## config.mk

```make
export PLATFORM = sky130hd
export DESIGN_NAME = display_scan_controller
export DESIGN_NICKNAME = d
export VERILOG_FILES = /design/src/rtl/display_scan_controller.sv
export SDC_FILE = /design/constraint.sdc
export NUM_CORES = 1
export LEC_CHECK = 0
export BUFFER_PORTS_ARGS = -buffer_cell sky130_fd_sc_hd__buf_2
export CORE_ASPECT_RATIO = 0.6
export CORE_MARGIN = 3
export CORE_UTILIZATION = 63
export CTS_CLUSTER_SIZE = 12
export DETAILED_ROUTE_END_ITERATION = 8
export PLACE_DENSITY = 0.85
export SLEW_MARGIN = 40
export SYNTH_ARGS = -nofsm -noshare
export SYNTH_HDL_FRONTEND = slang
export SYNTH_SLANG_ARGS = --single-unit
```

## constraint.sdc

```tcl
create_clock -name clock -period 4.5 [get_ports clock]
set_input_delay 1.35 -clock clock [delete_from_list [all_inputs] [get_ports clock]]
set_output_delay 1.35 -clock clock [all_outputs]
set_load 0.03 [all_outputs]
```

## src/rtl/display_scan_controller.sv

```systemverilog
// Multiplexed seven-segment scan controller with a double-buffered display word.
// Optional feature: define LEADING_ZERO_BLANK_EN to blank leading zero digits.
module display_scan_controller #(
    parameter int NUM_DIGITS  = 4,
    parameter int REFRESH_DIV = 50000,
    parameter int GUARD       = 500
) (
    input  logic                    clock,
    input  logic                    reset,
    input  logic                    loadValid,
    input  logic [4*NUM_DIGITS-1:0] loadData,
    output logic                    loadReady,
    output logic [3:0]              hexValue,
    output logic [NUM_DIGITS-1:0]   digitEnable,
    output logic                    frameStart
);

    localparam int CW = $clog2(REFRESH_DIV);
    localparam int IW = $clog2(NUM_DIGITS);
    localparam logic [CW-1:0] CNT_LAST   = CW'(REFRESH_DIV - 1);
    localparam logic [CW-1:0] GUARD_LAST = CW'(GUARD - 1);
    localparam logic [IW-1:0] IDX_LAST   = IW'(NUM_DIGITS - 1);

    typedef enum logic {
        ST_GUARD,
        ST_DRIVE
    } state_t;

    state_t                  state, state_next;
    logic                    running;
    logic [CW-1:0]           cnt, cnt_next;
    logic [IW-1:0]           idx, idx_next;
    logic [4*NUM_DIGITS-1:0] active, active_next;
    logic [4*NUM_DIGITS-1:0] shadow;
    logic                    pending;
    logic                    slot_end, frame_end, swap, xfer, blank;

    assign loadReady = !pending;

    // Outputs are registered from next-state values so they line up with cnt/idx.
    // The first clock after reset only arms the scan, so cycle 0 sits at cnt=0, idx=0.
    always_comb begin
        slot_end    = (cnt == CNT_LAST);
        frame_end   = slot_end && (idx == IDX_LAST);
        swap        = running && frame_end && pending;
        xfer        = loadValid && !pending;
        active_next = swap ? shadow : active;
        cnt_next    = '0;
        idx_next    = '0;
        state_next  = ST_GUARD;
        if (running) begin
            cnt_next   = slot_end ? '0 : cnt + CW'(1);
            idx_next   = idx;
            state_next = state;
            if (slot_end) begin
                idx_next   = (idx == IDX_LAST) ? '0 : idx + IW'(1);
                state_next = ST_GUARD;
            end else if (cnt == GUARD_LAST) begin
                state_next = ST_DRIVE;
            end
        end
`ifdef LEADING_ZERO_BLANK_EN
        // A digit is dark when it and every more significant digit are zero; digit 0 always shows.
        blank = (idx_next != '0);
        for (int i = 0; i < NUM_DIGITS; i++) begin
            if (i >= int'(idx_next) && active_next[4*i +: 4] != 4'h0) begin
                blank = 1'b0;
            end
        end
`else
        blank = 1'b0;
`endif
    end

    always_ff @(posedge clock or posedge reset) begin
        if (reset) begin
            running     <= 1'b0;
            cnt         <= '0;
            idx         <= '0;
            state       <= ST_GUARD;
            active      <= '0;
            shadow      <= '0;
            pending     <= 1'b0;
            hexValue    <= 4'h0;
            digitEnable <= '1;
            frameStart  <= 1'b0;
        end else begin
            running <= 1'b1;
            cnt     <= cnt_next;
            idx     <= idx_next;
            state   <= state_next;
            active  <= active_next;
            if (swap) begin
                pending <= 1'b0;
            end else if (xfer) begin
                shadow  <= loadData;
                pending <= 1'b1;
            end
            // The nibble changes at guard entry so the decoder settles before the anode lights.
            if (!running || slot_end) begin
                hexValue <= active_next[4*idx_next +: 4];
            end
            if (state_next == ST_DRIVE && !blank) begin
                digitEnable <= ~(NUM_DIGITS'(1) << idx_next);
            end else begin
                digitEnable <= '1;
            end
            frameStart <= (cnt_next == '0) && (idx_next == '0);
        end
    end

endmodule

```

==> summary.md, run 1 <==
| Metric | Value |
|---|---|
| DR vias | 2146 |
| Fin nets | 309 |
| Mapped Cells | 262 |
| CTS H-tree lvls | 3 |
| Drt total wl | 6300 um |
| Post-synth ARST share | 100% |
| Clk_lat worst skew | 340 ps |
| Crit path buffers/inverters | 0 |
| Initial cell density of the core | 68.6% |
| Pin count of the biggest net entering global routing | 47 |
| Endpoint type of the worst setup path | flop |
| Setup Fix Bufs, Post-CTS | 0 |
| Hold buffers post-CTS | 0 |
| Max Slew Vio Count | 0 |
| Clock-pin slew on the worst setup and hold paths | 70 ps |
| Sw power | 274 uW |
| Port bufs | 28 |
| Die H | 59.2 um |
| Post-DR vias/cell | 6.08 |
| Crit-path max cell delay | 670 ps |
| Die Wd | 94.6 um |
| Clk pwr share | 45.5% |
| Wire per inst | 17.8 um |
| Max Buffers Root-to-Sink | 2 |
| Sequential share of the synthesized area | 52.4% |
| Power density over the cells | 360 mW/mm2 |
| Final Power | 1.21 mW |
| Clk_skew | 6.59 ps |
| Switch share | 22.6% |
| Remaining DRCs | 0 |
| Post-synthesis net count | 283 |
| Crit-path max FO | 9 |
| Max Clock Freq | 0.329 GHz |
| Number of global-route vias before repair | 2070 |
| Post-layout min period | 3040 ps |
| Crit Path Category | flop to flop |
| Grt ovf | 0 |
| Met1 Usage GRT | 36.6% |
| Root buf cell | clkbuf_8 |
| Total I/O pin count | 29 |
| GP Congestion | 0.841 |
| ANT nets after route | 0 |
| Flop pwr share | 49.4% |
| Final Setup Violations | 0 |
| VDD IR max | 0.329 mV |
| Ant. Diodes | 0 |
| Hold Crit Class | flop to flop |
| Status | finished clean |
| Crit path cell chain | ha_1, nand4_1, nor4_4, mux2i_1, nor2_1, or4_4, o211ai_2 |
| Final period util | 67.5% |
| Initial antenna violation count | 1 |
| Crit-path slowest cell | mux2i_1 |
| Worst slew pin tran | 695 ps |
| Share of cells above drive strength 1 | 32.8% |
| Syn avg cell area | 11.3 um2 |
| Die ar. | 0.00560 mm2 |
| CTS Buf Count | 9 |
| CP top delay family | simple AND/OR/NAND/NOR gates |
| Total track usage | 25.5% |
| Netlist Area Pre-Place | 0.00297 mm2 |
| RSZ-0062 raised after global routing | false |
| DR pass1 iterations | 4 |
| GR Layer Usage met2 | 36.3% |
| PostCTS Resize Cnt | 0 |
| Critical Path AT | 3310 ps |
| Setup TNS Final | 0 ps |
| Hpwl dp | 4280 um |
| Synth Register Bits | 62 |
| Met3 Track Usage GR | 8.50% |
| Ys Warns | 0 |
| P_leak | 1.50 nW |
| GRT busiest layer | met1 |
| Pint | 940 uW |
| Combinational power share | 5.1% |
| Slew headroom | 52.3% |
| Final hold viol count | 0 |
| Row cnt | 18 |
| Maxcap violations | 0 |
| CTS tree | done |
| Post-synth EDFFs | 0 |
| First-pass GRT wire length | 10500 um |
| Cell variety after synth | 46 |
| Core Footprint | 0.00432 mm2 |
| Area delta synth->final | 13.5% |
| CTS Sinks | 62 |
| Startpoint Class | flop |
| Main synth FF type | dfrtp_1 |
| Required @ worst endpoint | 4770 ps |
| Initial DRC count | 212 |
[path summary, 6_finish.rpt]
path	from	cells past startpoint	slack, ps	to
min in group asynchronous	reset	2	1050	active[8]
min	shadow[14]	1	510	active[14]
min reg2reg	shadow[14]	1	510	active[14]
max	cnt[1]	7	1460	hexValue[0]
max in group asynchronous	reset	3	2830	shadow[4]
max reg2reg	cnt[1]	7	1460	hexValue[0]
[flip-flops by register name (all words and copies together), names as in the netlist]
signal,count
active,16
idx,2
hexValue,4
pending,1
digitEnable,4
state,1
cnt,16
frameStart,1
running,1
shadow,16
[routing by layer]
layer / vias to the layer above / routed length [um] / share of wire, %
met5: - / 13 / 0.21
met4: 2 / 121 / 1.9
met3: 17 / 440 / 7.0
met2: 83 / 2750 / 44
met1: 1052 / 2980 / 47
li1: 992 / - / -
[cells in the mapped netlist, types with 3 or more instances]
cell | instances | area [um2]
nand2_1 | 14 | 52.6
nand3_1 | 8 | 40.0
or3_1 | 4 | 25.0
xor2_1 | 5 | 43.8
mux2_2 | 36 | 405
a21o_1 | 3 | 22.5
clkbuf_1 | 10 | 37.5
o211ai_1 | 3 | 22.5
nand4_1 | 9 | 56.3
xnor2_1 | 13 | 114
dfrtp_1 | 58 | 1450
a31oi_1 | 3 | 18.8
and3_1 | 3 | 18.8
o22ai_1 | 8 | 50.1
nor2_1 | 29 | 109
dfstp_2 | 4 | 105
inv_1 | 5 | 18.8
nor3_1 | 7 | 35.0
buf_2 | 4 | 20.0
[cells in the final DEF (no fill, tap or decap), drive strengths merged, types with 2 or more instances in the layout]
| cell | count |
|---|---|
| dfrtp | 58 |
| bufinv | 2 |
| clkbuf | 10 |
| nor4 | 2 |
| clkinvlp | 2 |
| or3 | 4 |
| nand3 | 8 |
| a211oi | 2 |
| buf | 30 |
| nor3 | 7 |
| xor2 | 5 |
| o21a | 2 |
| mux2 | 37 |
| xnor2 | 13 |
| o211ai | 4 |
| a21o | 3 |
| nand4 | 10 |
| mux2i | 2 |
| nor2b | 2 |
| and4 | 2 |
| and3 | 3 |
| ha | 2 |
| nand4b | 2 |
| inv | 7 |
| or4 | 4 |
| dfstp | 4 |
| nor2 | 29 |
| a31oi | 3 |
| o22ai | 8 |
| nand2 | 14 |
[power by group through the flow]
stage	Clock [mW]	Combinational, mW	Sequential, mW
2_1_floorplan	0	0.0441	0.601
3_3_place_gp	0	0.0585	0.607
3_5_place_dp	0	0.0618	0.609
4_1_cts	0.559	0.0635	0.599
5_1_grt	0.590	0.0700	0.602
6_report	0.553	0.0623	0.599
[area by class of cell]
type	instances	area (um2)
Clock inverter	6	92.6
Fill cell	278	955
Timing Repair Buffer	30	155
Tap cell	60	75.1
Sequential cell	62	1560
Clock buffer	10	138
Multi-Input combinational cell	180	1330
Inverter	5	21.3
[cells by family after synthesis]
group,share of synthesized area (%)
multiplexers,14.8
adder cells (fa/ha/maj),0.843
flip-flops,52.4
XOR/XNOR,5.31
other,0.126
AO/OA/AOI/OAI,5.86
buffers and inverters,2.70
AND/OR/NAND/NOR,17.9
[worst register-to-register path, stage by stage (launching register included)]
cell      delay [ps]
dfrtp_1          450
ha_1             400
nand4_1          250
nor4_4           510
mux2i_1          670
nor2_1            90
or4_4            530
o211ai_2          80
[per-stage QoR]
step / setup slack [ps] / hold slack, ps / util [%] / std cells / area (um2)
2_1_floorplan: 1620 / 477 / - / 262 / 2970
3_3_place_gp: 1700 / 485 / 72.5 / 337 / 3140
3_5_place_dp: 1580 / 488 / 72.6 / 337 / 3140
4_1_cts: 1510 / 510 / 77.9 / 353 / 3370
5_1_grt: 1240 / 525 / 77.9 / 353 / 3370
6_report: 1460 / 505 / 77.9 / 353 / 3370
Power figures use the tool's default switching activity.
==> inputs of run 2 (changes only) <==
CORE_UTILIZATION = 53   (was 63)
PLACE_DENSITY = 0.77   (was 0.85)
clock period = 2.6 ns   (was 4.5 ns; I/O delays follow)
==> run 2 against run 1 <==
Compared with the run above:
- first-iteration DRC count decreased by 29%
- total power increased by 66%
- via count increased by 1.8%
- utilization decreased by 10 points
- fmax increased by 21%
- register-to-register slack got worse by 1400 ps
- clock-buffer cell count unchanged
- worst setup slack got worse by 1400 ps
- clock power increased by 56%
- sequential cell count unchanged
- combinational power increased by 86%
==> summary.md, run 2 (synthesis results as in run 1) <==
| Metric | Value |
|---|---|
| GP Congestion | 0.926 (+10%) |
| Die H | 64.0 um (+8.1%) |
| Post-layout min period | 2500 ps (-536 ps) |
| Post-DR vias/cell | 5.73 (-5.7%) |
| Fin nets | 331 (+7.1%) |
| First-pass GRT wire length | 10400 um (-0.99%) |
| RSZ-0062 raised after global routing | false |
| Initial cell density of the core | 56.7% (-12 points) |
| Final worst slack | 96.8 ps (-1360 ps) |
| Total I/O pin count | 29 (unchanged) |
| Max Slew Vio Count | 0 (unchanged) |
| Endpoint type of the worst setup path | flop |
| Clk_lat worst skew | 340 ps (about the same) |
| DR vias | 2185 (+1.8%) |
| Pre-CTS setup slack | -5.03 ps (-1590 ps) |
| Remaining DRCs | 0 (unchanged) |
| Final hold viol count | 0 (unchanged) |
| Crit Path Category | flop to flop |
| Area delta synth->final | 19.3% |
| Die Wd | 103 um (+8.5%) |
| ANT nets after route | 0 (unchanged) |
| Top flop regs | active (16), cnt (16), shadow (16) |
| Fin util | 67.7% (-10 points) |
| Die ar. | 0.00656 mm2 (+17%) |
| Number of global-route vias before repair | 2035 (-1.7%) |
| Initial antenna violation count | 0 (-1) |
| CTS Buf Count | 9 (unchanged) |
| Ant. Diodes | 0 (unchanged) |
| Core Footprint | 0.00523 mm2 (+21%) |
| Row cnt | 20 (+2) |
| Pin count of the biggest net entering global routing | 63 (+34%) |
| Final period util | 96.3% (+29 points) |
| Hpwl dp | 4460 um (+4.3%) |
| Maxcap violations | 0 (unchanged) |
| Fill cells | 375 (+35%) |
| Required @ worst endpoint | 2870 ps (-1900 ps) |
| CTS Sinks | 62 (unchanged) |
| Share of cells above drive strength 1 | 38.1% (+5.3 points) |
| Power density over the cells | 569 mW/mm2 (+58%) |
| Crit-path max FO | 6 (-3) |
| Status | finished clean |
| Max Buffers Root-to-Sink | 2 (unchanged) |
| Initial DRC count | 151 (-29%) |
| Drt total wl | 6250 um (-0.68%) |
| Most common cell after layout, fill and taps aside | dfrtp_1 |
| Commonest cells after routing, fill and taps aside | dfrtp_1 (58), mux2_2 (35), nor2_1 (29) |
| Clk_skew | 5.09 ps (-1.50 ps) |
| Max Clock Freq | 0.399 GHz (+21%) |
| Startpoint Class | flop |
| Root buf cell | clkbuf_8 |
| Clock-pin slew on the worst setup and hold paths | 70 ps (about the same) |
| CTS tree | done |
| Hold Crit Class | input port to async pin |
| Grt ovf | 0 (unchanged) |
| Critical Path AT | 2770 ps (-540 ps) |
| CTS H-tree lvls | 3 (unchanged) |
| Final Setup Violations | 0 (unchanged) |
| Total track usage | 21.1% (-4.4 points) |
| Port bufs | 28 (unchanged) |
| Wire per inst | 16.4 um (-8.0%) |
| P_leak | 1.61 nW (+7.0%) |
| DR pass1 iterations | 4 (unchanged) |
| VDD IR max | 0.477 mV (+45%) |
==> run 2: final timing paths <==
path	depth (start not counted)	endpoint	from	slack (ps)
max in group asynchronous	3	digitEnable[1]	reset	1800
min in group clock	2	hexValue[1]	hexValue[1]	510
worst max-delay path	8	hexValue[0]	cnt[1]	100
worst max register to register	8	hexValue[0]	cnt[1]	100
worst min register to register	2	hexValue[1]	hexValue[1]	510
worst min-delay path	3	cnt[5]	reset	480
==> run 2: critical path, cell delays in order (launching register included) <==
cell and delay [ps]:
dfrtp_1 430, ha_2 260, nand4_1 180, nor4_4 250, buf_4 190, mux2_4 310, a21o_1 230, or4_4 490
o211ai_2 80
==> run 2: power breakdown <==
part	internal (mW)	total (mW)	switching, mW
clock network	0.473	0.865	0.393
registers	1.00	1.03	0.0300
logic	0.0600	0.116	0.0558
==> run 2: cell type report <==
| class | instances | area [um2] | area share (%) |
|---|---|---|---|
| timing repair buffer | 52 | 333 | 9.40 |
| sequential | 62 | 1560 | 44.0 |
| inverter | 5 | 18.8 | 0.530 |
| multi-input combinational | 180 | 1340 | 37.9 |
| clock buffer | 10 | 138 | 3.89 |
| clock inverter | 6 | 70.1 | 1.98 |
| tap | 66 | 82.6 | 2.33 |
==> run 2: repair_timing <==
item / 4_1_cts / 5_1_grt
buffers inserted: 1 / 2
pin swaps: 1 / 1
hold buffers: 0 / 0
resized for setup: 0 / 1
endpoints found under the setup margin: 1 / 2
==> run 2: routing by layer <==
metal	GRT usage [%]	up-vias	routed length, um
li1	-	1037	-
met1	33.0	1069	3180
met2	27.6	71	2600
met3	5.89	8	405
met4	7.36	0	67
met5	0	-	0
==> run 2: through the flow <==
stage	TNS (ps)	power, mW	hold WS (ps)	area (um2)	std cells
after floorplan	0	1.12	477	2980	262
after global placement	0	1.16	484	3310	362
after detailed placement	-5.03	1.17	493	3310	362
after CTS	0	2.04	495	3520	379
after global routing	0	2.09	507	3540	381
final	0	2.01	484	3540	381
==> inputs of run 3 (changes only) <==
clock period = 2.2 ns   (was 2.6 ns; I/O delays follow)
==> run 3 against run 2 <==
Compared with the run above:
- the flow now finishes with violations (negative setup slack)
- via count grew 10%
- routed wire length grew 16%
- critical path depth grew 1
- non-clock buffer count grew 25
- clock power grew 28%
- utilization grew 5.1 points
- sequential cell count is the same
- sequential share of layout area shrank 3.1 points
- largest cell class unchanged
- largest power group unchanged
==> summary.md, run 3 (synthesis results as in run 1) <==
| Metric | Value |
|---|---|
| Initial DRC count | 222 (+47%) |
| Crit path buffers/inverters | 3 (+2) |
| Commonest cells after routing, fill and taps aside | dfrtp_1 (58), buf_4 (44), mux2_2 (35) |
| Total I/O pin count | 29 (unchanged) |
| Max Slew Vio Count | 0 (unchanged) |
| Clk_skew | 8.11 ps (+3.02 ps) |
| Crit Path Category | flop to flop |
| Area delta synth->final | 28.3% |
| Initial antenna violation count | 0 (unchanged) |
| GP Congestion | 0.911 (-1.6%) |
| Die Wd | 103 um (unchanged) |
| Worst slew pin tran | 559 ps |
| Clock-pin slew on the worst setup and hold paths | 80 ps (about the same) |
| Post-DP Area | 0.00348 mm2 (+5.1%) |
| Crit-path slowest cell | or4b_2 |
| Die H | 64.0 um (unchanged) |
| Fill cells | 342 (-8.8%) |
| Die ar. | 0.00656 mm2 (unchanged) |
| Final worst slack | -267 ps (-364 ps) |
| Drt total wl | 7270 um (+16%) |
| Hold_ws | 355 ps (-128 ps) |
| Critical Path AT | 2690 ps (-80 ps) |
| Hold Crit Class | input port to async pin |
| Status | finished with violations |
| CTS H-tree lvls | 3 (unchanged) |
| Remaining DRCs | 0 (unchanged) |
| CTS tree | done |
| Core Footprint | 0.00523 mm2 (unchanged) |
| Max Clock Freq | 0.405 GHz (+1.5%) |
| CP top delay family | simple AND/OR/NAND/NOR gates |
| Max Buffers Root-to-Sink | 2 (unchanged) |
| Crit-path most repeated cell | buf_4 |
| CTS Sinks | 62 (unchanged) |
| DR vias | 2412 (+10%) |
| Fin nets | 356 (+7.6%) |
| Required @ worst endpoint | 2420 ps (-450 ps) |
| Clk_lat worst skew | 350 ps (about the same) |
| Power density over the cells | 656 mW/mm2 (+15%) |
| Violated checks | negative setup slack |
| Most common cell after layout, fill and taps aside | dfrtp_1 |
| Endpoint type of the worst setup path | flop |
| RSZ-0062 raised after global routing | true |
| Number of global-route vias before repair | 2317 (+14%) |
| Final Setup Violations | 5 (+5) |
| Crit-path max cell delay | 630 ps (+140 ps) |
| Share of cells above drive strength 1 | 44.7% (+6.6 points) |
| Crit-path max FO | 8 (+2) |
| First-pass GRT wire length | 11900 um (+14%) |
| Top flop regs | active (16), cnt (16), shadow (16) |
| Grt ovf | 0 (unchanged) |
| Slew headroom | 62.4% |
| Pin count of the biggest net entering global routing | 32 (-49%) |
| Maxcap violations | 0 (unchanged) |
| Total track usage | 24.1% (+3.0 points) |
| Final period util | 112% (+16 points) |
| Final hold viol count | 0 (unchanged) |
| Crit path cell chain | buf_4, buf_4, or4b_2, nor4_2, nand4_1, buf_4, o22ai_1, or3_1, o211ai_1 |
| DR pass1 iterations | 5 (+1) |
| Post-DR vias/cell | 5.94 (+3.6%) |
| Root buf cell | clkbuf_8 |
| Wire per inst | 17.9 um (+9.1%) |
| Post-layout min period | 2470 ps (-36.0 ps) |
| CTS Buf Count | 9 (unchanged) |
| Hpwl dp | 4930 um (+10%) |
| VDD IR max | 0.481 mV (+0.72%) |
| Startpoint Class | flop |
| Port bufs | 28 (unchanged) |
| Fin area | 0.00381 mm2 (+7.6%) |
| Ant. Diodes | 0 (unchanged) |
| ANT nets after route | 0 (unchanged) |
| Row cnt | 20 (unchanged) |
| P_leak | 1.77 nW (+9.7%) |
| Initial cell density of the core | 56.7% (unchanged) |
## run 3: cell types whose count changed in the layout (fill, tap and decap cells not counted), moves of 2 or more
cell	change
a211oi_1	-2
a211oi_2	+2
buf_4	+21
buf_6	+3
## run 3: worst reg2reg max path: stages (launching register included)
cell and delay, ps:
dfrtp_1 380, buf_4 130, buf_4 150, or4b_2 630, nor4_2 220, nand4_1 260, buf_4 230, o22ai_1 100
or3_1 140, o211ai_1 100
## run 3: stage by stage
stage	std cells	total power [mW]	util, %	setup TNS (ps)	setup slack [ps]
2_1_floorplan	262	1.32	-	-2310	-365
3_3_place_gp	383	1.38	66.5	-589	-188
3_5_place_dp	383	1.39	66.5	-1040	-244
4_1_cts	405	2.51	72.0	-510	-136
5_1_grt	406	2.60	72.8	-2480	-401
6_report	406	2.50	72.8	-900	-267
## run 3: cell type report
type	instances	area [um2]	share of cell area (%)
timing repair buffer	77	544	14.3
multi-input combinational	180	1390	36.4
clock inverter	7	97.6	2.56
clock buffer	9	124	3.25
inverter	5	18.8	0.493
tap	66	82.6	2.17
sequential	62	1560	40.9
## run 3: path summary, 6_finish.rpt
path,from,end,slack [ps],cells past startpoint
max,cnt[13],hexValue[1],-270,9
min,reset,shadow[6],360,2
max reg2reg,cnt[13],hexValue[1],-270,9
min reg2reg,shadow[7],active[7],500,1
max in group asynchronous,reset,cnt[7],1300,3
min in group clock,shadow[7],active[7],500,1
## run 3: layer usage
layer / track usage (%) / vias to the layer above / routed length (um)
met3: 8.94 / 19 / 670
met5: 0 / - / 0
met4: 6.71 / 0 / 125
li1: - / 1082 / -
met2: 31.8 / 134 / 3100
met1: 36.8 / 1177 / 3370
## run 3: power breakdown
group | switching, mW | total, mW | internal [mW]
registers | 0.0363 | 1.22 | 1.19
logic | 0.0752 | 0.162 | 0.0869
clock network | 0.474 | 1.11 | 0.640
total | 0.586 | 2.50 | 1.91
## run 3: what timing repair did
action	4_1_cts	5_1_grt
resized for setup	4	8
hold buffers	0	0
setup buffers	6	2
setup endpoints to repair	5	25
cloned	0	0
pin swaps	10	6
